$ cat src/rtl/lpif_pkg.sv
// lpif_pkg: shared LPIF encodings, responder FSM states and transmit FIFO depth.
//   REQ_*        : lp_state_req encodings from the link layer
//   STS_*        : pl_state_sts encodings reported to the link layer
//   lpif_state_t : internal FSM states (STALL is reported as ACTIVE)
//   sts_code     : maps an FSM state to its reported status code
package lpif_pkg;
   localparam int FIFO_DEPTH = 4;
   localparam logic [3:0] REQ_NOP       = 4'b0000;
   localparam logic [3:0] REQ_ACTIVE    = 4'b0001;
   localparam logic [3:0] REQ_L1        = 4'b0100;
   localparam logic [3:0] REQ_LINKRESET = 4'b1001;
   localparam logic [3:0] REQ_RETRAIN   = 4'b1011;
   localparam logic [3:0] STS_RESET     = 4'b0000;
   localparam logic [3:0] STS_ACTIVE    = 4'b0001;
   localparam logic [3:0] STS_L1        = 4'b0100;
   localparam logic [3:0] STS_LINKRESET = 4'b1001;
   localparam logic [3:0] STS_RETRAIN   = 4'b1011;
   typedef enum logic [2:0] {
      ST_RESET, ST_ACTIVE, ST_STALL, ST_L1, ST_LINKRESET, ST_RETRAIN
   } lpif_state_t;
   function automatic logic [3:0] sts_code(lpif_state_t s);
      return (s == ST_ACTIVE || s == ST_STALL) ? STS_ACTIVE :
             (s == ST_L1)                      ? STS_L1 :
             (s == ST_LINKRESET)               ? STS_LINKRESET :
             (s == ST_RETRAIN)                 ? STS_RETRAIN : STS_RESET;
   endfunction
endpackage

$ cat src/rtl/lpif_tx_fifo.sv
// lpif_tx_fifo: FIFO_DEPTH-entry transmit FIFO, no bypass (1-cycle write-to-head latency).
//   clk, rst_n : clock, asynchronous active-low reset (empties the FIFO)
//   flush      : synchronous empty, wins over a same-cycle write/read
//   wr, wdata  : write strobe and entry; ignored while full
//   rd         : consume the head; ignored while empty
//   rdata      : head entry, stable until consumed
//   empty, full: occupancy flags
module lpif_tx_fifo
   import lpif_pkg::*;
#(
   parameter int W = 72
) (
   input  logic         clk,
   input  logic         rst_n,
   input  logic         flush,
   input  logic         wr,
   input  logic [W-1:0] wdata,
   input  logic         rd,
   output logic [W-1:0] rdata,
   output logic         empty,
   output logic         full
);
   logic [W-1:0] mem [FIFO_DEPTH];
   logic [1:0]   wp, rp;
   logic [2:0]   cnt;
   logic         do_wr, do_rd;
   assign empty = cnt == 3'd0;
   assign full  = cnt == 3'(FIFO_DEPTH);
   assign do_wr = wr && !full;
   assign do_rd = rd && !empty;
   assign rdata = mem[rp];
   always_ff @(posedge clk or negedge rst_n) begin
      if (!rst_n) begin
         wp  <= '0;
         rp  <= '0;
         cnt <= '0;
      end else if (flush) begin
         wp  <= '0;
         rp  <= '0;
         cnt <= '0;
      end else begin
         if (do_wr) wp <= wp + 2'd1;
         if (do_rd) rp <= rp + 2'd1;
         cnt <= cnt + 3'(do_wr) - 3'(do_rd);
      end
   end
   always_ff @(posedge clk) begin
      if (do_wr && !flush) mem[wp] <= wdata;
   end
endmodule

$ cat src/rtl/lpif_phy_responder.sv
// lpif_phy_responder: PHY-side LPIF responder with state handshake and a 4-entry transmit FIFO.
//   PCLK, reset        : clock, asynchronous active-low reset
//   lp_irdy/lp_data/lp_valid, pl_trdy : link-layer transmit handshake
//   lp_state_req, pl_state_sts        : state request / reported state
//   pl_stall_req, lp_stall_ack        : stall handshake before leaving ACTIVE
//   pl_link_up, pl_phyinl1            : ACTIVE / L1 indications
//   pl_protocol_valid, pl_protocol    : negotiated protocol (always PCIe)
//   phy_link_trained, phy_retrain     : LTSSM status from the physical layer
//   phy_tx_data/phy_tx_valid/phy_tx_vld, phy_tx_rdy : FIFO head toward the PHY
module lpif_phy_responder
   import lpif_pkg::*;
(
   input  logic        PCLK,
   input  logic        reset,
   input  logic        lp_irdy,
   input  logic [63:0] lp_data,
   input  logic [7:0]  lp_valid,
   input  logic [3:0]  lp_state_req,
   input  logic        lp_stall_ack,
   output logic        pl_trdy,
   output logic [3:0]  pl_state_sts,
   output logic        pl_stall_req,
   output logic        pl_link_up,
   output logic        pl_phyinl1,
   output logic        pl_protocol_valid,
   output logic [2:0]  pl_protocol,
   input  logic        phy_link_trained,
   input  logic        phy_retrain,
   output logic [63:0] phy_tx_data,
   output logic [7:0]  phy_tx_valid,
   output logic        phy_tx_vld,
   input  logic        phy_tx_rdy
);
   lpif_state_t state, nxt, target;
   logic        ret_armed, link_lost, retrain_req, empty, full, wr;
   // losing training in an operational state drops to RESET and flushes queued beats
   assign link_lost   = !phy_link_trained &&
                        (state == ST_ACTIVE || state == ST_STALL || state == ST_L1);
   assign retrain_req = phy_retrain || lp_state_req == REQ_RETRAIN;
   assign pl_trdy     = state == ST_ACTIVE && !pl_stall_req && !full;
   // all-zero byte masks are handshaken but never stored
   assign wr          = lp_irdy && pl_trdy && lp_valid != 8'h00;
   assign pl_protocol = 3'b000;
   assign phy_tx_vld  = !empty;
   lpif_tx_fifo #(.W(72)) u_fifo (
      .clk   (PCLK),
      .rst_n (reset),
      .flush (link_lost),
      .wr    (wr),
      .wdata ({lp_valid, lp_data}),
      .rd    (phy_tx_rdy),
      .rdata ({phy_tx_valid, phy_tx_data}),
      .empty (empty),
      .full  (full)
   );
   always_comb begin
      nxt = state;
      if (link_lost) nxt = ST_RESET;
      else
         case (state)
            ST_RESET:     nxt = (phy_link_trained && lp_state_req == REQ_ACTIVE) ? ST_ACTIVE : state;
            ST_ACTIVE:    nxt = retrain_req ? ST_RETRAIN :
                                (lp_state_req == REQ_L1 || lp_state_req == REQ_LINKRESET) ? ST_STALL : state;
            ST_STALL:     nxt = retrain_req ? ST_RETRAIN : (lp_stall_ack && empty) ? target : state;
            ST_L1:        nxt = (lp_state_req == REQ_ACTIVE) ? ST_RETRAIN : state;
            ST_LINKRESET: nxt = (lp_state_req != REQ_LINKRESET) ? ST_RESET : state;
            ST_RETRAIN:   nxt = (ret_armed && phy_link_trained) ? ST_ACTIVE : state;
            default:      nxt = ST_RESET;
         endcase
   end
   // outputs are registered from the next state so they change together with pl_state_sts
   always_ff @(posedge PCLK or negedge reset) begin
      if (!reset) begin
         state             <= ST_RESET;
         target            <= ST_L1;
         ret_armed         <= 1'b0;
         pl_state_sts      <= STS_RESET;
         pl_stall_req      <= 1'b0;
         pl_link_up        <= 1'b0;
         pl_phyinl1        <= 1'b0;
         pl_protocol_valid <= 1'b0;
      end else begin
         state <= nxt;
         if (state == ST_ACTIVE && nxt == ST_STALL)
            target <= (lp_state_req == REQ_L1) ? ST_L1 : ST_LINKRESET;
         // a trained indication in the first RETRAIN cycle is stale and ignored
         ret_armed         <= state == ST_RETRAIN;
         pl_state_sts      <= sts_code(nxt);
         pl_stall_req      <= nxt == ST_STALL;
         pl_link_up        <= nxt == ST_ACTIVE || nxt == ST_STALL;
         pl_phyinl1        <= nxt == ST_L1;
         pl_protocol_valid <= (nxt == ST_RESET) ? 1'b0 :
                              (state == ST_RESET && nxt == ST_ACTIVE) ? 1'b1 : pl_protocol_valid;
      end
   end
endmodule

$ cat config.mk
export PLATFORM = sky130hd
export DESIGN_NAME = lpif_phy_responder
export DESIGN_NICKNAME = d
export VERILOG_FILES = /design/src/rtl/lpif_pkg.sv /design/src/rtl/lpif_tx_fifo.sv /design/src/rtl/lpif_phy_responder.sv
export SDC_FILE = /design/constraint.sdc
export NUM_CORES = 1
export LEC_CHECK = 0
export ABC_AREA = 1
export BUFFER_PORTS_ARGS = -buffer_cell sky130_fd_sc_hd__buf_2
export CORE_UTILIZATION = 55
export DETAILED_ROUTE_END_ITERATION = 7
export HOLD_SLACK_MARGIN = 0.08
export MAX_ROUTING_LAYER = met4
export PLACE_DENSITY = 0.77
export SKIP_CTS_REPAIR_TIMING = 1
export SYNTH_ARGS = -nofsm -noshare
export SYNTH_HDL_FRONTEND = slang
export SYNTH_SLANG_ARGS = --single-unit
$ cat constraint.sdc
create_clock -name PCLK -period 13.7 [get_ports PCLK]
set_input_delay 0.685 -clock PCLK [delete_from_list [all_inputs] [get_ports PCLK]]
set_output_delay 0.685 -clock PCLK [all_outputs]
set_load 0.05 [all_outputs]
Word-level counts from Yosys, hierarchy flattened

Memory sizes are Yosys's and may differ from the RTL's.
Index checks and enable logic that the tools add are counted.

Word-level logic and storage cells: 86
Output and inout port bits: 85
Bits of input ports: 83
Register bits after elaboration: 22
Memory bits (writable): 288
Memories: 1

Reductions and logical operators: 30
Equal/unequal tests: 16
Add/subtract/negate cells: 4
Muxes and demuxes: 24

Memory list:

| memory     | depth | width | read ports | clocked after memory_dff | write ports | RTL line           | source |
|---|---|---|---|---|---|---|---|
| u_fifo.mem | 4     | 72    | 1          | 0                        | 1           | lpif_tx_fifo.sv:23 | `logic [W-1:0] mem [FIFO_DEPTH];` |

Operators with widths:

| cell                                                             | number |
|---|---|
| 3-bit 2-to-1 mux                                                 | 11 |
| 3-bit case mux with 6 select lines                               | 1 |
| 4-bit 2-to-1 mux                                                 | 4 |
| 3-bit == test (second input constant)                            | 5 |
| 1-bit logical AND                                                | 13 |
| 3-bit by 2-bit == test with 1-bit output (second input constant) | 4 |
| 3-bit zero test                                                  | 3 |
| 4-bit == test (second input constant)                            | 2 |
| 2-bit 2-to-1 mux                                                 | 4 |
| 8-bit nonzero test                                               | 1 |
| 3-bit by 1-bit == test with 1-bit output (second input constant) | 2 |
| 2-bit nonzero test                                               | 3 |
| 1-bit zero test                                                  | 5 |
| 1-bit logical OR                                                 | 5 |
| 2-bit by 1-bit adder with 2-bit output (second input constant)   | 2 |
| 4-bit by 1-bit == test with 1-bit output (second input constant) | 1 |
| 4-bit by 3-bit == test with 1-bit output (second input constant) | 1 |
| 1-bit 2-to-1 mux                                                 | 4 |
| 4-bit inequality test (second input constant)                    | 1 |
| 3-bit by 1-bit adder with 3-bit output                           | 1 |
| 3-bit by 1-bit subtractor with 3-bit output                      | 1 |

Logic depth before layout (Yosys ltp)

Depth in word-level cells: 11
Mapped depth: 12
Depth with buffers taken out: 12

Modules after synthesis

Synthesis repeated with hierarchy kept, for this count alone.

Cell total of the unflattened synthesis: 880
Area, all modules: 12017.8 µm²

Modules (own cells, without submodules):

| module             | area each (µm²) | cells each | seq. area each (µm²) | times used |
|---|---|---|---|---|
| lpif_tx_fifo       | 11126.9         | 759        | 8823.5               | 1 |
| lpif_phy_responder | 890.9           | 121        | 351.6                | 1 |

Least setup slack after synthesis

Ideal clock, no wire load.

Kind: reg2reg
Start: register state[2]
End: memory u_fifo.mem[0][0] (enable)
Path buffers: 0
Data arrival time: 4.884 ns
Cell stages (with the launch flop): 8
Setup time: 0.502 ns
Slack: 8.314 ns
Required time: 13.198 ns
Clock period less this slack: 5.386 ns
Path through: dfrtp_1 -> nor3_4 -> nand2_1 -> nor2_1 -> nand2_1 -> clkinv_2 -> nand2_2 -> nor2_1

Longest elaborated chain between the ends: 9
Elaborated cells on any way between the ends: 15
Classes of those cells: eq/ne (3); mux (2); reduce/logical (10)

RTL lines:

| element                                  | RTL line                 | source |
|---|---|---|
| start: declaration                       | lpif_phy_responder.sv:34 | `lpif_state_t state, nxt, target;` |
| start signal: assignment                 | lpif_phy_responder.sv:83 | `state <= nxt;` |
| 3-bit by 1-bit == test with 1-bit output | lpif_phy_responder.sv:40 | `assign pl_trdy = state == ST_ACTIVE && !pl_stall_req && !full;` |
| 1-bit logical AND (2 in series)          | lpif_phy_responder.sv:40 |  |
| named net pl_trdy                        | lpif_phy_responder.sv:20 | `output logic pl_trdy,` |
| 1-bit logical AND (2 in series)          | lpif_phy_responder.sv:42 | `assign wr = lp_irdy && pl_trdy && lp_valid != 8'h00;` |
| 1-bit logical AND                        | lpif_tx_fifo.sv:29       | `assign do_wr = wr && !full;` |
| 1-bit logical AND                        | lpif_tx_fifo.sv:48       | `if (do_wr && !flush) mem[wp] <= wdata;` |
| 1-bit 2-to-1 mux                         | lpif_tx_fifo.sv:48       |  |
| 1-bit 2-to-1 mux (not written as such)   | lpif_tx_fifo.sv:48       |  |
| end: declaration                         | lpif_tx_fifo.sv:23       |  |

The timed path passes the listed nets, and every way through them passes these cells.

Worst setup path in the final report

Start: register u_fifo.rp[0]
End: output port phy_tx_valid[0]

Longest elaborated chain between the ends: 1

RTL lines:

| element                  | RTL line                 | source |
|---|---|---|
| start: declaration       | lpif_tx_fifo.sv:24       | `logic [1:0] wp, rp;` |
| start signal: assignment | lpif_tx_fifo.sv:43       | `if (do_rd) rp <= rp + 2'd1;` |
| memory 4 x 72 bit        | -                        |  |
| end: declaration         | lpif_phy_responder.sv:30 | `output logic [7:0] phy_tx_valid,` |

No other way between the ends.

==> run summary <==
Outcome = completed
CTS sink count = 309
Required @ worst endpoint = 13.02 ns
Die ar. = 22,200 sq um
Setup skew after layout = 0.00990 ns
Remaining antenna violation count after routing = 0
Hpwl dp = 13,600 um
Kind of critical path = reg2out
Drt drc = 0
Root buf cell = clkbuf_16
Final setup vio count = 0
Post-Route WL = 24,200 um
Fin nets = 1,118
Max incr delay on CP = 0.71 ns
Critical path's top delay family = buffers and inverters
GRT Total Usage = 22.5%
Chip width = 149 um
Largest net degree at the start of global routing = 105
Global-route wire length before repair = 37,200 um
Max-slew violation count = 0
Endpoints failing hold = 0
Highest-delay cell along the critical path = buf_4
Drt first-iter violations = 458
CP bufs+invs = 3
Worst-Margin Slew = 1.07 ns
Initial antenna violation count = 5
RSZ-0062 raised after global routing = false
Cell Chain, Critical Path = inv_4 > buf_4 > o21ai_0 > o22ai_1 > buf_2
Final std cells w/o fill = 1,334
Commonest cells after routing, fill and taps aside = edfxtp_1, buf_2, nor2_1, o21ai_0, o22ai_1
Post-synth EDFFs = 288
CTS clk-pin slew, worst paths = 0.06 ns
Post-synth cell types = 35
Seq cells post-synth = 309
Power, Total = 0.00337 W
Placed instance count = 1,270
H-tree depth = 1
Post-DP Area = 12,900 sq um
CTS buffer count = 31
Drt wl/cell = 18.1 um
Max Cap Violations = 0
Leakage power = 5.10 nW
Fraction of layout cells with a size suffix above 1 = 24.0%
Post-synthesis sequential area ratio = 77.2%
VDD IR max = 0.000159 V
IO buf count = 164
Area Growth Syn to Fin = 17.4%
Crit. End Element = output pin
Via count = 7,397
Syn. warnings = 0
Setup TNS = 0 ns
CTS tree = built
Worst-path fanout max = 80
Via density = 5.54
Die Y = 149 um
Drt pass-1 iters = 5
Most common cell after layout, fill and taps aside = edfxtp_1
Post-synth top flop = edfxtp_1
Starting Density = 56.3%
Avg Cell Area, Syn = 13.7 sq um
Clock latency on the worst-skew pair = 0.55 ns
CTS Buffer Depth = 3
Period utilization = 28.7%
Pwr per Cell Area = 241 nW/um^2
Max Fclk = 255 MHz
Critical Path AT = 3.24 ns
Vias in the first global route = 7,283
Final Core Density = 66.1%
Total grt overflow = 0
Share of flip-flops with an asynchronous set or reset = 6.80%
Synth Cell Area = 11,900 sq um
I/O pins = 168
Fin area = 13,900 sq um
Core Region = 21,100 sq um
HP Class = in2async
Final critical-path required period = 3.93 ns
Routability cong. = 0.834
Startpoint types = flip-flop
Row count = 53
Slew headroom = 28.5%
Syn Inst Count = 870
flip-flops by register name (all words and copies together), names as in the netlist, 2 cells and up:
register / cells
pl_state_sts: 4
state: 3
target: 2
u_fifo.cnt: 3
u_fifo.mem: 288
u_fifo.rp: 2
u_fifo.wp: 2
cell usage after synthesis, types with 2 or more instances:
library cell | count | share of area, %
buf_4 | 3 | 0.19
edfxtp_1 | 288 | 73
nand3_1 | 12 | 0.51
buf_2 | 9 | 0.38
o21ai_0 | 149 | 6.3
dfrtp_1 | 20 | 4.2
inv_2 | 7 | 0.22
nand2_4 | 4 | 0.38
o22ai_1 | 72 | 3.8
inv_1 | 30 | 0.95
nor2_1 | 164 | 5.2
nor4_1 | 2 | 0.11
clkbuf_1 | 37 | 1.2
nand4_1 | 5 | 0.26
nor2_2 | 3 | 0.16
nand3_2 | 2 | 0.17
nand2_1 | 37 | 1.2
nand2_2 | 2 | 0.11
ha_1 | 6 | 0.63
a21oi_1 | 2 | 0.084
nor3_1 | 2 | 0.084
per-stage QoR:
step           worst slack [ns]  hold WS, ns
2_1_floorplan              8.31        0.389
3_3_place_gp              10.40        0.461
3_5_place_dp              10.34        0.472
4_1_cts                    9.77        0.113
5_1_grt                    9.58        0.122
6_report                   9.77        0.105
kinds of logic after synthesis:
group                    Yosys count  synth area share, %
buffers and inverters             89                 3.03
XOR/XNOR                           2                0.147
other                              1               0.0316
adder cells (fa/ha/maj)            7                0.800
flip-flops                       309                 77.2
AND/OR/NAND/NOR                  236                 8.44
AO/OA/AOI/OAI                    226                 10.3
worst paths after layout:
kind	from	endpoint	slack, ns	cells past startpoint
min	reset	ret_armed	0.11	1
max in group asynchronous	reset	u_fifo.rp[0]	13.22	1
min in group PCLK	lp_data[32]	u_fifo.mem[2][32]	0.35	1
min reg2reg	target[1]	target[1]	0.48	2
max	u_fifo.rp[0]	phy_tx_valid[0]	9.77	5
max reg2reg	state[2]	u_fifo.mem[3][18]	10.80	8
final cells by class:
cell class | instances | area (sq um)
Antenna cell | 6 | 15.0
Clock buffer | 38 | 832
Clock inverter | 20 | 155
Fill cell | 1509 | 7140
Inverter | 40 | 156
Multi-Input combinational cell | 474 | 2380
Sequential cell | 309 | 9180
Tap cell | 275 | 344
Timing Repair Buffer | 172 | 881
routing by layer:
metal	track usage, %	vias to the layer above	wire length (um)
met2	38.4	240	12500
met4	7.65	0	469
li1	-	3512	-
met3	3.43	36	1410
met1	27.5	3609	9740
met5	-	-	0
report_power, final:
part	switching (W)	internal [W]	total [W]	leakage [nW]
registers	0.0000442	0.00113	0.00117	2.87
clock network	0.000333	0.000468	0.000801	0.496
logic	0.00110	0.000293	0.00139	1.74
Power figures use the tool's default switching activity.
